## src/rtl/payload_eng_pkg.sv

```systemverilog
// Shared types and defaults for the payload match engine scheduler.
package payload_eng_pkg;

    // Scheduler phases: clear the bank, stream bytes, flush the chains, hand off.
    typedef enum logic [2:0] {
        IDLE,
        CLEAR,
        STREAM,
        DRAIN,
        REPORT
    } state_t;

    // Width of the per-packet byte counter and of r_len.
    localparam int LEN_W = 16;

    // Bank geometry used by the engine bank generator.
    localparam int N_ENG_DEF     = 32;
    localparam int IDX_W_DEF     = 5;
    localparam int MAX_LEN_DEF   = 1500;
    localparam int DRAIN_CYC_DEF = 3;

endpackage

```

## src/rtl/payload_match_prienc.sv

```systemverilog
// Lowest-index priority encoder over the sampled engine match vector.
module payload_match_prienc
    import payload_eng_pkg::*;
#(
    parameter int N_ENG = N_ENG_DEF,
    parameter int IDX_W = IDX_W_DEF
) (
    input  logic [N_ENG-1:0] match,
    output logic [IDX_W-1:0] first,
    output logic             any
);

    // Scan from the top down so the lowest set bit is the last one written.
    always_comb begin
        first = '0;
        any   = 1'b0;
        for (int i = N_ENG - 1; i >= 0; i--) begin
            if (match[i]) begin
                first = IDX_W'(i);
                any   = 1'b1;
            end
        end
    end

endmodule

```

## src/rtl/payload_engine_sched.sv

```systemverilog
// Sequences one bank of payload match engines over a packet byte stream:
// clear at start of packet, pace bytes in, drain the chains, report once.
//
// Handshakes: a byte moves on any rising edge where s_valid & s_ready are
// both high; s_ready may depend on s_valid/s_sop (a start-of-packet byte is
// refused until the bank has been cleared, so the upstream simply holds it).
// A result moves on any rising edge where r_valid & r_ready are both high;
// r_valid never depends on r_ready and all r_* fields hold while r_valid=1.
module payload_engine_sched
    import payload_eng_pkg::*;
#(
    parameter int N_ENG     = N_ENG_DEF,
    parameter int IDX_W     = IDX_W_DEF,
    parameter int MAX_LEN   = MAX_LEN_DEF,
    parameter int DRAIN_CYC = DRAIN_CYC_DEF
) (
    input  logic             clk,
    input  logic             rst_n,
    input  logic [7:0]       s_data,
    input  logic             s_valid,
    input  logic             s_sop,
    input  logic             s_eop,
    output logic             s_ready,
    output logic [7:0]       eng_data,
    output logic             eng_char_vld,
    output logic             eng_en,
    output logic             eng_sod,
    input  logic [N_ENG-1:0] eng_match,
    output logic             r_valid,
    input  logic             r_ready,
    output logic [N_ENG-1:0] r_match,
    output logic             r_any,
    output logic [IDX_W-1:0] r_first,
    output logic [LEN_W-1:0] r_len,
    output logic             r_trunc,
    output logic             r_err,
    output logic [31:0]      stat_pkts,
    output logic [31:0]      stat_drop
);

    localparam int             CNT_W     = $clog2(DRAIN_CYC + 1);
    localparam logic [LEN_W:0] MAX_LEN_X = (LEN_W + 1)'(MAX_LEN);

    state_t            state, state_nx;
    logic              live;
    logic              sod_q;
    logic              feed_q;
    logic [LEN_W-1:0]  len;
    logic              trunc, err;
    logic [CNT_W-1:0]  dcnt;
    logic              accept, feed, sop_abort, drain_done;
    logic [IDX_W-1:0]  first_c;
    logic              any_c;

    assign accept     = s_valid & s_ready;
    // Only the first MAX_LEN bytes reach the engines; later ones are counted only.
    assign feed       = (state == STREAM) & accept & ({1'b0, len} < MAX_LEN_X);
    // A sop inside an open packet aborts it; the sop byte itself stays upstream.
    assign sop_abort  = (state == STREAM) & s_valid & s_sop & (len != '0);
    // Count 0 is the cycle carrying the last byte; counts 1..DRAIN_CYC are nulls.
    assign drain_done = (state == DRAIN) & (dcnt == CNT_W'(DRAIN_CYC));

    assign eng_sod      = sod_q;
    assign eng_char_vld = feed_q;

    payload_match_prienc #(
        .N_ENG (N_ENG),
        .IDX_W (IDX_W)
    ) u_prienc (
        .match (eng_match),
        .first (first_c),
        .any   (any_c)
    );

    // State register.
    always_ff @(posedge clk or negedge rst_n) begin
        if (!rst_n) state <= IDLE;
        else        state <= state_nx;
    end

    // Next-state decode.
    always_comb begin
        state_nx = state;
        case (state)
            IDLE:    if (live && s_valid && s_sop) state_nx = CLEAR;
            CLEAR:   state_nx = STREAM;
            STREAM:  if (sop_abort || (accept && s_eop)) state_nx = DRAIN;
            DRAIN:   if (drain_done) state_nx = REPORT;
            REPORT:  if (r_ready) state_nx = IDLE;
            default: state_nx = IDLE;
        endcase
    end

    // Per-state handshake and engine enable outputs.
    always_comb begin
        s_ready = 1'b0;
        eng_en  = feed_q;
        r_valid = 1'b0;
        case (state)
            IDLE:    s_ready = live & ~(s_valid & s_sop);
            STREAM:  s_ready = ~(s_valid & s_sop & (len != '0));
            DRAIN:   eng_en  = feed_q | (dcnt != '0);
            REPORT:  r_valid = 1'b1;
            default: ;
        endcase
    end

    // Control flops: ready gate after reset, clear pulse, registered byte strobe.
    always_ff @(posedge clk or negedge rst_n) begin
        if (!rst_n) begin
            live     <= 1'b0;
            sod_q    <= 1'b1;
            feed_q   <= 1'b0;
            eng_data <= '0;
        end else begin
            live   <= 1'b1;
            sod_q  <= (state_nx == CLEAR);
            feed_q <= feed;
            if (feed) eng_data <= s_data;
        end
    end

    // Per-packet length, truncate/abort flags and drain counter.
    always_ff @(posedge clk or negedge rst_n) begin
        if (!rst_n) begin
            len   <= '0;
            trunc <= 1'b0;
            err   <= 1'b0;
            dcnt  <= '0;
        end else begin
            if (state == CLEAR) begin
                len   <= '0;
                trunc <= 1'b0;
                err   <= 1'b0;
            end else begin
                if ((state == STREAM) && accept && (len != '1)) len <= len + 1'b1;
                if ((state == STREAM) && accept && !feed) trunc <= 1'b1;
                if (sop_abort) err <= 1'b1;
            end
            if (state != DRAIN)   dcnt <= '0;
            else if (!drain_done) dcnt <= dcnt + 1'b1;
        end
    end

    // Result record, captured on the edge that closes the drain.
    always_ff @(posedge clk or negedge rst_n) begin
        if (!rst_n) begin
            r_match <= '0;
            r_first <= '0;
            r_any   <= 1'b0;
            r_len   <= '0;
            r_trunc <= 1'b0;
            r_err   <= 1'b0;
        end else if (drain_done) begin
            r_match <= eng_match;
            r_first <= first_c;
            r_any   <= any_c;
            r_len   <= len;
            r_trunc <= trunc;
            r_err   <= err;
        end
    end

    // Statistics: results handed off and bytes dropped outside a packet.
    always_ff @(posedge clk or negedge rst_n) begin
        if (!rst_n) begin
            stat_pkts <= '0;
            stat_drop <= '0;
        end else begin
            if (r_valid && r_ready)          stat_pkts <= stat_pkts + 32'd1;
            if ((state == IDLE) && accept)   stat_drop <= stat_drop + 32'd1;
        end
    end

endmodule

```

## config.mk

```make
export PLATFORM = sky130hd
export DESIGN_NAME = payload_engine_sched
export DESIGN_NICKNAME = d
export VERILOG_FILES = /design/src/rtl/payload_eng_pkg.sv /design/src/rtl/payload_match_prienc.sv /design/src/rtl/payload_engine_sched.sv
export SDC_FILE = /design/constraint.sdc
export NUM_CORES = 1
export LEC_CHECK = 0
export ABC_AREA = 1
export CAP_MARGIN = 20
export CORE_MARGIN = 1.5
export CORE_UTILIZATION = 35
export CTS_BUF_LIST = sky130_fd_sc_hd__clkbuf_16
export DETAILED_ROUTE_END_ITERATION = 10
export PLACE_DENSITY = 0.61
export SLEW_MARGIN = 20
export SYNTH_ARGS = -nofsm -noshare
export SYNTH_HDL_FRONTEND = slang
export SYNTH_SLANG_ARGS = --single-unit
export TNS_END_PERCENT = 100
```

## constraint.sdc

```tcl
create_clock -name clk -period 2.7 [get_ports clk]
set_clock_uncertainty 0.05 [all_clocks]
set_input_delay 0.405 -clock clk [delete_from_list [all_inputs] [get_ports clk]]
set_output_delay 0.405 -clock clk [all_outputs]
set_load 0.005 [all_outputs]
```

# Word-level counts from Yosys, hierarchy flattened
# Index checks and enable logic that the tools add are counted.
totals:
  ff_bits: 154
  inputBits: 46
  out_inout_bits: 133
  elab_cells: 140
classes:
  add_sub_neg: 4
  order_cmp: 1
  n_eq_ne: 9
  mux: 80
  bitwise: 13
  n_reduce_logical: 16
ops:
  columns: ["operator", "n"]
  rows:
  - ["$mux W5", 32]
  - ["$add A32 B1 Y32 const B", 2]
  - ["$mux W1", 38]
  - ["$mux W16", 2]
  - ["$add A16 B1 Y16 const B", 1]
  - ["$lt A16 B11 Y1 const B", 1]
  - ["$ne A16 B16 Y1 const B", 1]
  - ["$reduce_bool A16 Y1", 1]
  - ["$pmux W3 S5", 1]
  - ["$mux W3", 4]
  - ["$and A1 B1 Y1", 10]
  - ["$logic_and A1 B1 Y1", 8]
  - ["$reduce_bool A2 Y1", 4]
  - ["$eq A3 B1 Y1 const B", 2]
  - ["$eq A3 B2 Y1 const B", 2]
  - ["$mux W2", 2]
  - ["$eq A3 B3 Y1 const B", 1]
  - ["$logic_not A3 Y1", 1]
  - ["$ne A3 B2 Y1 const B", 1]
  - ["$add A2 B1 Y2 const B", 1]
  - ["$eq A2 B2 Y1 const B", 1]
  - ["$ne A2 B1 Y1 const B", 1]
  - ["$not A1 Y1", 2]
  - ["$pmux W1 S2", 1]
  - ["other kinds (3)", 3]

# Depth between registers and ports, before layout
logic_depth:
  word_depth: 32
  depth_mapped: 33
  mapped_depth_nobuf: 33

# Cells and area by module
# A second synthesis with hierarchy kept.
hier_totals:
  cells_unflattened: 1036
  hier_area_um2: 8155.3
by_module_without_submodules:
  columns: ["module", "n_inst", "cells_per_inst", "area_each_um2", "seq_area_each_um2"]
  rows:
  - ["payload_engine_sched", 1, 929, 7712.4, 3854.9]
  - ["payload_match_prienc", 1, 107, 442.9, 0.0]

# Worst setup path after synthesis
# Ideal clock, no wire load.
synth_path:
  kind: "flip-flop to flip-flop"
  startpoint: "reg len[0]"
  endpoint: "reg stat_drop[27]"
  setup_time_ns: 0.087
  t_arrival_ns: 2.390
  required_ns: 2.563
  setup_slack_ns: 0.173
  path_stages_with_launch: 19
  n_path_buf: 0
  period_less_slack_ns: 2.527
  cell_sequence: "dfrtp_1 -> inv_1 -> ha_1 -> nand3_1 -> nor2_1 -> nand3_1 -> nand2_1 -> inv_2 -> o22ai_2 -> nand2_2 -> inv_2 -> nand2_2 -> nor4_4 -> nand4_2 -> nor3_4 -> nand3_2 -> nor2_2 -> nand4_1 -> a22oi_1"
synth_between:
  elab_chain_len: 6
synth_lines:
  columns: ["element", "line", "text"]
  rows:
  - ["from (decl)", "payload_engine_sched.sv:48", "logic [LEN_W-1:0] len;"]
  - ["from (signal assigned)", "payload_engine_sched.sv:136", "if ((state == STREAM) && accept && (len != '1)) len <= len + 1'b1;"]
  - ["$reduce_bool A16 Y1", "payload_engine_sched.sv:101", "STREAM: s_ready = ~(s_valid & s_sop & (len != '0));"]
  - ["$and A1 B1 Y1", "payload_engine_sched.sv:101", null]
  - ["$not A1 Y1", "payload_engine_sched.sv:101", null]
  - ["$pmux W1 S2", "payload_engine_sched.sv:99", "case (state)"]
  - ["net s_ready", "payload_engine_sched.sv:23", "output logic s_ready,"]
  - ["$and A1 B1 Y1", "payload_engine_sched.sv:55", "assign accept = s_valid & s_ready;"]
  - ["$logic_and A1 B1 Y1", "payload_engine_sched.sv:171", "if ((state == IDLE) && accept) stat_drop <= stat_drop + 32'd1;"]
  - ["to (signal assigned)", "payload_engine_sched.sv:171", null]
  - ["to (decl)", "payload_engine_sched.sv:38", "output logic [31:0] stat_drop"]
# The timed path passes the listed nets, and every way through them passes these cells.
# A chain may end at the register's enable or synchronous reset.

# Worst setup path in the final report
layout_path:
  startpoint: "reg len[0]"
  endpoint: "reg stat_drop[27]"
layout_between:
  elab_chain_len: 6
layout_lines:
  columns: ["element", "line"]
  rows:
  - ["$reduce_bool A16 Y1", "payload_engine_sched.sv:101"]
  - ["$and A1 B1 Y1", "payload_engine_sched.sv:101"]
  - ["$not A1 Y1", "payload_engine_sched.sv:101"]
  - ["$pmux W1 S2", "payload_engine_sched.sv:99"]
  - ["$and A1 B1 Y1", "payload_engine_sched.sv:55"]
  - ["$logic_and A1 B1 Y1", "payload_engine_sched.sv:171"]
# No other way between the ends.

==> impl_summary.log <==
INFO  metric core_region_area = 19600 µm²
INFO  metric synth_edf_count = 0
INFO  metric crit-reg2reg-launch = len[0]
INFO  metric synth_top_cells_by_area = sky130_fd_sc_hd__dfrtp_1 54%, sky130_fd_sc_hd__nand2_1 7.8%, sky130_fd_sc_hd__inv_1 5.2%
INFO  metric via_count = 5940
INFO  metric slew_headroom = 0.617
INFO  metric per_cell_via_count_in_the_routed_design = between 4 and 5
INFO  metric area.growth.synth_to_final = 47.9%
INFO  metric postSynthRegisterBits = ~150
INFO  metric total_global_routing_overflow = 0
INFO  metric post_dp_cell_area = about 9600 µm²
INFO  metric antennaDiodeCount = 0
INFO  metric final_layout_size_suffix_gt1_frac = 0.169
INFO  metric endpoints_failing_hold = 0
INFO  metric postSynthNetCount = slightly above 800
INFO  metric ctsLongestPathBuffers = 2
INFO  metric reg2regPathDepth = 18
INFO  metric clock_latency = about 0.42 ns
INFO  metric fin_crit_sh = 0.987
INFO  metric cts.sink_count = between 150 and 200
INFO  metric timing.critical_path.to_type = flop
INFO  metric place.detailed.hpwl = roughly 13000 µm
INFO  metric final-setup-viol-count = 0
INFO  metric netlist.area_leader.share = 0.543
INFO  metric synth_async_sr_flop_share = 1.00
INFO  metric worst-endpoint-arrival = between 2 and 3 ns
INFO  metric grt_pass1_vias = 5936
INFO  metric synthDominantAreaCellType = sky130_fd_sc_hd__dfrtp_1
INFO  metric critical_path.startpoint_type = flop
INFO  metric synthesis.area_per_instance = between 9 and 10 µm²
INFO  metric hold_crit_class = reg -> reg
INFO  metric criticalPathCategory = reg -> reg
INFO  metric initial_utilization = 0.360
INFO  metric cts-htree-levels = 4
INFO  metric synthesized_cell_area = between 7000 and 8000 µm²
INFO  metric synthFlopType = sky130_fd_sc_hd__dfrtp_1
INFO  metric antenna_found_initial = 0
INFO  metric dieArea = approximately 21000 µm²
INFO  metric placed_cells = ~1200
INFO  metric final_area = approximately 10000 µm²
INFO  metric path_clk_slew = 0.06 ns
INFO  metric r2r_setup_slack = 0.04 ns
INFO  metric tightest_slew = 0.569 ns
INFO  metric ioPinCount = around 180
INFO  metric critical_path_peak_fanout = 4
INFO  metric synth_most_common_cell = sky130_fd_sc_hd__dfrtp_1
INFO  metric report.final.slew_viol_count = 0
INFO  metric rsz0062_at_grt = yes
INFO  metric drt-total-wl = 17900 µm
INFO  metric die_height = around 140 µm
INFO  metric min_path_cells = 1
INFO  metric timing.fmax = 0.375 GHz
INFO  metric cts-root-buf = sky130_fd_sc_hd__clkbuf_16
INFO  metric run_status = completed
INFO  metric largest_net_degree_at_the_start_of_global_routing = 57
INFO  metric fin_total_pwr = between 6 and 7 mW
INFO  metric synth_cell_types = 50
INFO  metric tritoncts = done
INFO  metric r2r_end = stat_drop[27]
INFO  metric gp_congestion = about 0.82
INFO  metric wl_cell = ~14 µm
INFO  metric grt_first_pass_wirelength = 29600 µm
INFO  metric finalNetCount = 1065
INFO  metric layout.filler_cells = roughly 1800
INFO  metric vdd.ir_drop.worst = around 0.00043 V
INFO  metric drt_first_iter_violations = 228
INFO  metric drc = 0
INFO  metric layout_min_cycle_time = around 2.7 ns
INFO  metric cap_viol_max_count = 0
INFO  metric grt_util_all_layers = 0.175
INFO  metric synth_sequential_area_ratio = 0.546
INFO  metric worst_min_path_start = stat_pkts[31]
INFO  metric critPathRequiredTime = 2.98 ns
INFO  metric antenna_violating_nets_post_route = 0
INFO  metric final-instance-count-excl-fill = about 1300
INFO  metric port_buffers = around 180
INFO  metric tritoncts.num_buffers = 17
INFO  metric hold-path-endpoint = stat_pkts[31]
INFO  metric drtPass1Iterations = 4
INFO  metric synthesis.yosys.warnings = 0
INFO  metric power.leakage = between 4 and 5 nW
INFO  metric synthTopCellsByCount = 153 x sky130_fd_sc_hd__dfrtp_1, 147 x sky130_fd_sc_hd__nand2_1, 97 x sky130_fd_sc_hd__inv_1
INFO  metric std_cell_rows = 51
INFO  metric dieWidth = between 100 and 150 µm
INFO  metric power_density = between 600 and 700 nW/µm²
INFO  metric fin_worst_hold_slack = ~0.43 ns
INFO  metric synth_cells = between 700 and 800
critical path: stages (launching register included):
cell                      delay, ns
sky130_fd_sc_hd__dfrtp_1       0.38
sky130_fd_sc_hd__inv_2         0.08
sky130_fd_sc_hd__ha_4          0.15
sky130_fd_sc_hd__nand3_4       0.08
sky130_fd_sc_hd__nor2_4        0.11
sky130_fd_sc_hd__nand3_2       0.10
sky130_fd_sc_hd__nand2_2       0.09
sky130_fd_sc_hd__inv_2         0.04
sky130_fd_sc_hd__o22ai_2       0.14
sky130_fd_sc_hd__nand2_2       0.09
sky130_fd_sc_hd__inv_2         0.07
sky130_fd_sc_hd__nand2_4       0.08
sky130_fd_sc_hd__nor4_4        0.19
sky130_fd_sc_hd__nand4_2       0.19
sky130_fd_sc_hd__nor3_4        0.20
sky130_fd_sc_hd__nand3_4       0.14
sky130_fd_sc_hd__nor2_4        0.15
sky130_fd_sc_hd__nand4_1       0.10
sky130_fd_sc_hd__a22oi_1       0.15
worst max-delay path by stage:
stage                 start       endpoint  slack [ns]
floorplan            len[0]  stat_drop[27]        0.17
global placement    r_ready  stat_pkts[30]       -0.11
detailed placement  r_ready  stat_pkts[30]       -0.20
CTS                  len[1]  stat_drop[27]        0.01
global route         len[0]  stat_drop[28]       -0.20
finish               len[0]  stat_drop[27]        0.04
report_power, final:
group / switching, mW / total (mW) / internal, mW / leakage, nW
clock: 0.911 / 2.24 / 1.32 / 0.269
sequential: 0.147 / 2.67 / 2.53 / 1.86
combinational: 0.646 / 1.41 / 0.761 / 2.84
total: 1.70 / 6.32 / 4.61 / 4.98
sequential cells by signal (all words and copies together) (netlist names), 2 cells and up:
register,flops
state,3
stat_pkts,32
dcnt,2
r_match,32
eng_data,8
r_len,16
r_first,5
len,16
stat_drop,32
logic make-up (layout without fill, tap and decap cells):
logic type / Yosys count / in the layout / synth area share
adder cells (fa/ha/maj): 6 / 6 / 0.0106
other: 1 / 1 / 0.000532
multiplexers: 9 / 9 / 0.0144
AO/OA/AOI/OAI: 106 / 106 / 0.0867
buffers and inverters: 124 / 390 / 0.0660
AND/OR/NAND/NOR: 306 / 306 / 0.212
flip-flops: 154 / 154 / 0.546
XOR/XNOR: 51 / 51 / 0.0633
cell usage in the layout (no fill, tap or decap), types with 3 or more instances in the layout:
master,Yosys,routed
sky130_fd_sc_hd__clkdlybuf4s50_1,0,176
sky130_fd_sc_hd__dfrtp_1,153,153
sky130_fd_sc_hd__nand2_1,147,146
sky130_fd_sc_hd__inv_1,97,95
sky130_fd_sc_hd__buf_4,0,68
sky130_fd_sc_hd__o21ai_0,61,61
sky130_fd_sc_hd__nor2_1,53,46
sky130_fd_sc_hd__xor2_1,35,35
sky130_fd_sc_hd__nand3_1,30,27
sky130_fd_sc_hd__nor3_1,20,18
sky130_fd_sc_hd__clkbuf_16,0,17
sky130_fd_sc_hd__xnor2_1,16,16
sky130_fd_sc_hd__inv_2,12,14
sky130_fd_sc_hd__a21oi_1,17,14
sky130_fd_sc_hd__nand4_1,11,11
sky130_fd_sc_hd__nor4_1,14,11
sky130_fd_sc_hd__mux2_2,9,9
sky130_fd_sc_hd__nor2_2,5,8
sky130_fd_sc_hd__nor4_4,2,7
sky130_fd_sc_hd__nor2_4,2,6
sky130_fd_sc_hd__clkinv_1,2,6
sky130_fd_sc_hd__nor3_4,3,5
sky130_fd_sc_hd__ha_1,6,5
sky130_fd_sc_hd__a31oi_1,4,4
sky130_fd_sc_hd__nand3_2,2,3
sky130_fd_sc_hd__nand2_2,3,3
sky130_fd_sc_hd__a211oi_1,3,3
sky130_fd_sc_hd__a21oi_2,0,3
sky130_fd_sc_hd__nand4_2,4,3
sky130_fd_sc_hd__clkinv_2,0,3
sky130_fd_sc_hd__buf_6,0,3
metrics by stage:
stage | util | setup WS (ns) | setup TNS (ns)
final | 0.533 | 0.0352 | 0
after floorplan | - | 0.173 | 0
after CTS | 0.520 | 0.00953 | 0
after global placement | 0.490 | -0.108 | -0.287
after global routing | 0.533 | -0.203 | -1.50
after detailed placement | 0.490 | -0.197 | -0.661
cell type report:
cell class                      count  area (µm²)  share of cell area
Multi-Input combinational cell    479        2950               0.282
Clock buffer                       17         425              0.0408
Sequential cell                   154        3850               0.369
Tap cell                          265         332              0.0318
Timing Repair Buffer              250        2340               0.225
Inverter                          111         419              0.0402
Clock inverter                     12         111              0.0107
timing repair:
item	in CTS	in global routing
buffers inserted	1	8
pin swaps	1	9
hold buffers	1	0
resized for setup	8	37
setup endpoints to repair	12	28
endpoints found under the hold margin	45	0
per-layer routing:
metal	GRT usage	share of wire	vias up
li1	-	-	2982
met1	0.230	0.47	2802
met2	0.283	0.47	143
met3	0.0513	0.057	13
met4	0.0402	0.0077	0
met5	0	0	-
No activity file was read; power rests on OpenSTA's default activity.
